[config.mk]
export PLATFORM = sky130hd
export DESIGN_NAME = block_mean
export DESIGN_NICKNAME = d
export VERILOG_FILES = /design/src/rtl/wm_pkg.sv /design/src/rtl/block_mean.sv
export SDC_FILE = /design/constraint.sdc
export NUM_CORES = 1
export LEC_CHECK = 0
export CAP_MARGIN = 10
export CELL_PAD_IN_SITES_DETAIL_PLACEMENT = 2
export CELL_PAD_IN_SITES_GLOBAL_PLACEMENT = 2
export CORE_ASPECT_RATIO = 2
export CORE_MARGIN = 4
export CORE_UTILIZATION = 30
export DETAILED_ROUTE_END_ITERATION = 8
export DONT_BUFFER_PORTS = 1
export PLACE_DENSITY = 0.73
export SLEW_MARGIN = 0
export SYNTH_ARGS = -nofsm -noshare
export SYNTH_HDL_FRONTEND = slang
export SYNTH_SLANG_ARGS = --single-unit
[constraint.sdc]
create_clock -name clk -period 5.6 [get_ports clk]
set_clock_uncertainty 0.1 [all_clocks]
set_input_delay 1.12 -clock clk [delete_from_list [all_inputs] [get_ports clk]]
set_output_delay 1.12 -clock clk [all_outputs]
set_load 0.005 [all_outputs]
[src/rtl/wm_pkg.sv]
// Shared watermarking defaults: block-mean / power-stage widths and FSM encodings.
package wm_pkg;

    localparam int MU_SIZE_DEF     = 10;
    localparam int PIXEL_WIDTH_DEF = 8;
    localparam int BLOCK_LOG2_DEF  = 3;

    typedef enum logic {
        BM_ACCUM = 1'b0,
        BM_HOLD  = 1'b1
    } bm_state_e;

endpackage

[src/rtl/block_mean.sv]
// Accumulates one N*N luminance block and emits its normalized mean mu_k.
// Define BLOCK_MEAN_ROUND_EN for round-half-up (saturating) instead of truncation.
module block_mean
    import wm_pkg::*;
#(
    parameter int MU_SIZE     = MU_SIZE_DEF,
    parameter int PIXEL_WIDTH = PIXEL_WIDTH_DEF,
    parameter int BLOCK_LOG2  = BLOCK_LOG2_DEF
) (
    input  logic                   clk,
    input  logic                   rst,
    input  logic                   clr,
    input  logic                   pix_valid,
    input  logic [PIXEL_WIDTH-1:0] pix_data,
    output logic                   pix_ready,
    output logic                   mu_valid,
    input  logic                   mu_ready,
    output logic [MU_SIZE-1:0]     mu_k
);

    localparam int CW = 2 * BLOCK_LOG2;
    localparam int AW = PIXEL_WIDTH + CW;
    localparam int S  = AW - MU_SIZE;

    bm_state_e          state_q, state_d;
    logic [AW-1:0]      acc_q, acc_d;
    logic [CW-1:0]      cnt_q, cnt_d;
    logic [MU_SIZE-1:0] mu_q, mu_d;
    logic               last;
    logic [AW-1:0]      sum_nxt;
    logic [MU_SIZE-1:0] mu_calc;

    assign last    = (cnt_q == {CW{1'b1}});
    assign sum_nxt = acc_q + AW'(pix_data);

    // Scale the running sum including the pixel being accepted, so mu is ready on the last edge.
    generate
        if (S > 0) begin : g_shr
`ifdef BLOCK_MEAN_ROUND_EN
            localparam logic [AW:0] HALF = (AW+1)'(1) << (S - 1);
            logic [AW:0] rnd;
            assign rnd     = {1'b0, sum_nxt} + HALF;
            assign mu_calc = rnd[AW] ? {MU_SIZE{1'b1}} : MU_SIZE'(rnd >> S);
`else
            assign mu_calc = MU_SIZE'(sum_nxt >> S);
`endif
        end else if (S == 0) begin : g_eq
            assign mu_calc = sum_nxt;
        end else begin : g_shl
            localparam int LS = -S;
            assign mu_calc = {sum_nxt, {LS{1'b0}}};
        end
    endgenerate

    always_comb begin
        state_d = state_q;
        acc_d   = acc_q;
        cnt_d   = cnt_q;
        mu_d    = mu_q;
        if (clr) begin
            state_d = BM_ACCUM;
            acc_d   = '0;
            cnt_d   = '0;
            mu_d    = '0;
        end else if (state_q == BM_ACCUM) begin
            if (pix_valid) begin
                acc_d = sum_nxt;
                if (last) begin
                    state_d = BM_HOLD;
                    mu_d    = mu_calc;
                end else begin
                    cnt_d = cnt_q + CW'(1);
                end
            end
        end else if (mu_ready) begin
            state_d = BM_ACCUM;
            acc_d   = '0;
            cnt_d   = '0;
        end
    end

    always_ff @(posedge clk or negedge rst) begin
        if (!rst) begin
            state_q <= BM_ACCUM;
            acc_q   <= '0;
            cnt_q   <= '0;
            mu_q    <= '0;
        end else begin
            state_q <= state_d;
            acc_q   <= acc_d;
            cnt_q   <= cnt_d;
            mu_q    <= mu_d;
        end
    end

    assign pix_ready = (state_q == BM_ACCUM);
    assign mu_valid  = (state_q == BM_HOLD);
    assign mu_k      = mu_q;

endmodule

==> flow_summary.yaml, run 1 <==
drt:
  drc: 0
  drt-initial-drc-count: 31
  firstDrtPassIters: 3
  vias: 1376
  wl_per_cell_um: 20.7
  viasPerCell: 5.71
  ant_nets: 0
  wl_um: 4990
min_path:
  hold_class: "flop to flop"
  min_path_cells: 2
  whs_endpoint: "acc_q[3]$_DFFE_PN0P_"
  min_from: "acc_q[3]$_DFFE_PN0P_"
final_layout:
  synthToLayoutAreaGrowth_pct: 11.3
  final_cell_area_sq_um: 1990
  drive_gt1_share_pct: 12.2
  nets: 203
  layout_common_cells: "dfrtp_1, nand2_1, nor2_1, o21ai_0"
  diodes: 0
  final_common_cell: "dfrtp_1"
timing:
  hold_viol: 0
  rsz0062_at_grt: "no"
  max_slew.worst_pin.slew_ps: 848
  fin_setup_tns_ps: 0
  slew_violations: 0
  relSlewSlack_pct: 43.5
  layout_min_cycle_time_ps: 2900
  fmax_mhz: 345
  setup_viol: 0
  finalCritPeriodShare_pct: 51.8
worst_setup_path:
  start_kind: "input port"
  worstPathArrival_ps: 2970
  r2r_slack_ps: 3170
  slowest_stage: "fa_1"
  max_stage_delay_ps: 390
  worstPathMaxFanout: 4
  reg2reg_to: "acc_q[8]$_DFFE_PN0P_"
  crit_path_end_kind: "flop"
  timing.rr.start: "acc_q[0]$_DFFE_PN0P_"
  crit_chain: "ha_1 > inv_1 > fa_1 > nand2b_1 > a211oi_2 > o21ai_0 > nand2b_1 > o21ai_0 > a22o_1"
  cp.required_ps: 5660
  crit_family: "compound AO/OA/AOI/OAI gates"
  rr_worst_depth: 9
  crit_buf_inv: 1
  crit_type: "input port to flop"
placement:
  dpl_cell_area_sq_um: 1850
  gp_congestion: 0.775
  io_buffers: 0
  dp_hpwl_um: 3860
floorplanning:
  start_util_pct: 31.0
  coreArea_sq_um: 5760
  die_w_um: 62.6
  num_rows: 39
  die_y_um: 117
  die-area_sq_um: 7330
  io_pins: 25
power:
  irDropWorstVdd_mv: 0.201
  switching_share_pct: 29.9
  power.leakage_nw: 0.880
  p_switching_uw: 202
  power_density_nw_per_um2: 340
  p_int_uw: 474
  power.share.clock_pct: 39.6
  comb_power_share_pct: 22.7
  seqPwrFrac_pct: 37.7
cts:
  cts.clk_slew.worst_paths_ps: 50
  clkLatencyLatePin_ps: 280
  cts_buffers: 5
  post-cts-setup-buffer-count: 0
  cts_sinks: 31
  cts_root_buf: "clkbuf_16"
  cts_max_level: 2
  clockBufferDepth: 2
  cts_hold_buf: 0
  cts_resized: 0
  cts_tree: "built"
synth:
  yosys_warnings: 0
  syn_area_sq_um: 1790
  ys_ff_latch: 31
  yosysUniqueCellTypes: 45
  yosysSeqAreaShare_pct: 43.4
  synthCells: 177
  synth_nets: 200
  syn_area_per_cell_sq_um: 10.1
global_routing:
  antenna_found_initial: 0
  grt_pass1_vias: 1603
  grt_pass1_wl_um: 8260
  grt-ovfl-total: 0
  grt_max_degree: 32
  grt_usage_pct: 14.8
status:
  status: "complete, no violations"
flow_run:
  maxCapViolCount: 0
## cell type report
type | count | area [sq um]
sequential | 31 | 776
multi-input combinational | 136 | 971
inverter | 6 | 22.5
clock buffer | 6 | 139
clock inverter | 1 | 5.00
fill | 639 | 3770
tap | 61 | 76.3
## synthesized netlist by cell type (all sizes together)
library cell	instances	area, sq um
nor2b	1	6.26
o221a	1	20.0
and3	1	6.26
nor4	1	6.26
o211a	1	10.0
o21a	2	15.0
xnor2	5	43.8
xor2	7	61.3
nor3	3	20.0
o21bai	1	7.51
nand4	1	6.26
buf	1	5.00
nor2	14	62.6
o31ai	3	36.3
o211ai	3	27.5
a21oi	8	40.0
nand3	6	30.0
a21o	4	31.3
or3	3	18.8
clkbuf	3	12.5
o2111ai	3	45.0
ha	9	113
o22ai	1	6.26
o21ai	18	93.8
fa	1	20.0
a31o	1	8.76
nand2	19	73.8
a22o	9	78.8
inv	6	22.5
nand2b	5	31.3
dfrtp	31	776
a311oi	1	8.76
a211oi	3	32.5
mux2i	1	10.0
## cells by family after synthesis
| family | count (synthesis) | share of synthesized area (%) |
|---|---|---|
| compound gates | 59 | 25.8 |
| xor+xnor | 12 | 5.88 |
| buf+inv | 10 | 2.24 |
| flops | 31 | 43.4 |
| simple gates | 54 | 14.6 |
| fa+ha+maj | 10 | 7.42 |
| mux | 1 | 0.560 |
## power groups by stage
stage          Sequential, mW  Combinational, mW  Clock, mW
2_1_floorplan           0.252              0.123          0
3_3_place_gp            0.256              0.147          0
3_5_place_dp            0.258              0.153          0
4_1_cts                 0.255              0.156      0.276
5_1_grt                 0.256              0.169      0.289
6_report                0.255              0.153      0.268
## per-stage QoR
step                util, %  hold WS, ps  cells  setup slack (ps)  power [mW]
floorplan                 -          354    177              2640       0.374
global placement       32.1          374    234              2520       0.403
detailed placement     32.1          397    234              2400       0.411
CTS                    34.6          409    241              2670       0.686
global route           34.6          420    241              2510       0.715
finish                 34.6          397    241              2700       0.676
## worst min-delay path: stages (launching register included)
cell,delay [ps]
dfrtp_1,340
nand2_1,50
o21ai_0,70
## worst max-delay path by stage
stage                 from                   end  slack (ps)  cells past startpoint
3_5_place_dp   pix_data[0]  acc_q[8]$_DFFE_PN0P_        2400                      9
4_1_cts        pix_data[0]  acc_q[8]$_DFFE_PN0P_        2670                      9
5_1_grt        pix_data[0]  acc_q[8]$_DFFE_PN0P_        2510                      9
2_1_floorplan  pix_data[0]  acc_q[8]$_DFFE_PN0P_        2640                      9
6_report       pix_data[0]  acc_q[8]$_DFFE_PN0P_        2700                      9
3_3_place_gp   pix_data[0]  acc_q[8]$_DFFE_PN0P_        2520                      9
## state kept, by name, indices dropped and copies added (netlist names)
register	count
acc_q	14
mu_k	10
mu_valid	1
cnt_q	6
## metal layers
metal	track usage [%]	vias to the layer above	wire (um)
li1	-	650	-
met1	13.6	701	1770
met2	30.1	19	2970
met3	3.15	6	161
met4	7.08	0	91
met5	0	-	0
(Power assumes the default switching activity.)
==> inputs of run 2 (changes only) <==
--- a/config.mk
+++ b/config.mk
@@ -13,7 +13,7 @@
 export CORE_UTILIZATION = 30
 export DETAILED_ROUTE_END_ITERATION = 8
 export DONT_BUFFER_PORTS = 1
-export PLACE_DENSITY = 0.73
+export PLACE_DENSITY = 0.75
 export SLEW_MARGIN = 0
 export SYNTH_ARGS = -nofsm -noshare
 export SYNTH_HDL_FRONTEND = slang
==> constraint.sdc (replaced) <==
create_clock -name clk -period 2.48 [get_ports clk]
set_clock_uncertainty 0.1 [all_clocks]
set_input_delay 0.496 -clock clk [delete_from_list [all_inputs] [get_ports clk]]
set_output_delay 0.496 -clock clk [all_outputs]
set_load 0.005 [all_outputs]
==> run 2 against run 1 <==
  * Power rose by 130%
  * Register-to-register slack got worse by 3000 ps
  * Critical path depth did not move
  * Combinational power rose by 150%
  * Cell count rose by 2.9%
==> flow_summary.yaml, run 2 (same netlist as run 1, synthesis figures left out) <==
final_layout:
  synthToLayoutAreaGrowth_pct: 15.8
  diodes: 0
  layout_common_cells: "dfrtp_1, nand2_1, o21ai_0, nor2_1, a22o_1"
  largest_register_ff_count: 14
  drive_gt1_share_pct: 16.0
  fin_util_pct: 35.9
  finalNonFillerCells: 248
  final_common_cell: "dfrtp_1"
  nets: 211
  regMostFlops: "acc_q"
  fillCellCount: 621
  final_cell_area_sq_um: 2070
placement:
  dp_hpwl_um: 4160
  dpl_cell_area_sq_um: 1890
  pre_cts_ws_ps: -78.0
  place_inst: 240
  io_buffers: 0
  gp_congestion: 0.812
floorplanning:
  io_pins: 25
  die-area_sq_um: 7330
  start_util_pct: 31.0
  coreArea_sq_um: 5760
  die_y_um: 117
  die_w_um: 62.6
  num_rows: 39
power:
  p_int_mw: 1.05
  comb_power_share_pct: 24.7
  power.share.clock_pct: 37.6
  power.leakage_nw: 0.920
  seqPwrFrac_pct: 37.7
  switching_share_pct: 31.2
  power_density_nw_per_um2: 740
  irDropWorstVdd_mv: 0.282
  p_switching_uw: 478
  power_mw: 1.53
timing:
  hold_viol: 0
  holdWs_ps: 173
  relSlewSlack_pct: 67.4
  layout_min_cycle_time_ps: 2300
  rsz0062_at_grt: "no"
  max_slew.worst_pin.slew_ps: 484
  finalCritPeriodShare_pct: 92.8
  fmax_mhz: 435
  setup_viol: 0
  fin_setup_tns_ps: 0
  slew_violations: 0
  postLayoutSetupSlackWorst_ps: 179
drt:
  drt-initial-drc-count: 38
  drc: 0
  wl_per_cell_um: 21.2
  vias: 1426
  ant_nets: 0
  firstDrtPassIters: 4
  viasPerCell: 5.75
  wl_um: 5270
global_routing:
  grt_usage_pct: 15.8
  grt_pass1_vias: 1652
  grt_pass1_wl_um: 8710
  antenna_found_initial: 0
  grt-ovfl-total: 0
  grt_max_degree: 32
worst_setup_path:
  worstPathArrival_ps: 2370
  rr_worst_depth: 9
  worstPathMaxFanout: 4
  crit_path_start: "acc_q[0]$_DFFE_PN0P_"
  start_kind: "flop"
  timing.rr.start: "acc_q[0]$_DFFE_PN0P_"
  cp.required_ps: 2550
  crit_type: "flop to flop"
  crit_path_end_kind: "flop"
cts:
  cts_max_level: 2
  cts.clk_slew.worst_paths_ps: 50
  cts_buffers: 5
  cts_root_buf: "clkbuf_16"
  clockBufferDepth: 2
  cts_tree: "built"
  post-cts-setup-buffer-count: 0
  clkLatencyLatePin_ps: 280
  cts_sinks: 31
flow_run:
  maxCapViolCount: 0
status:
  status: "complete, no violations"
min_path:
  min_path_cells: 1
  min_from: "clr"
  hold_class: "input port to flop"
## run 2: worst max-delay path, stage by stage (launching register included)
cell,delay [ps]
dfrtp_1,340
ha_2,200
inv_1,50
fa_1,380
nand2b_4,180
a211oi_4,310
o31ai_4,120
nor2_2,170
o21ai_0,120
a21o_1,210
## run 2: repair_timing
| action | CTS | global route |
|---|---|---|
| gates resized for setup | 0 | 5 |
| setup endpoints to repair | 0 | 2 |
| endpoints found under the hold margin | 31 | 0 |
| hold buffers | 2 | 0 |
## run 2: worst paths after layout
check	slack (ps)	to
max	180	acc_q[12]$_DFFE_PN0P_
min	170	mu_k[0]$_DFFE_PN0P_
max reg2reg	180	acc_q[12]$_DFFE_PN0P_
min reg2reg	400	acc_q[3]$_DFFE_PN0P_
max in group asynchronous	1540	cnt_q[2]$_DFFE_PN0P_
min in group asynchronous	560	acc_q[0]$_DFFE_PN0P_
## run 2: per-layer routing
metal	GRT usage, %	vias up	wire [um]
met5	0	-	0
met4	7.52	0	114
met3	3.53	6	166
met2	32.0	25	3130
met1	14.7	734	1860
li1	-	661	-
## run 2: power groups by stage
stage / Sequential (mW) / Clock, mW / Combinational [mW]
global placement: 0.579 / 0 / 0.337
global route: 0.581 / 0.609 / 0.418
CTS: 0.576 / 0.585 / 0.375
finish: 0.577 / 0.575 / 0.379
detailed placement: 0.585 / 0 / 0.354
floorplan: 0.568 / 0 / 0.277
## run 2: area by class of cell
class	count	area (sq um)	area share [%]
repair buffers	8	75.1	3.63
flip-flops and latches	31	776	37.5
clock buffers	6	129	6.23
well taps	61	76.3	3.69
multi-input cells	136	991	47.9
inverters	6	22.5	1.09
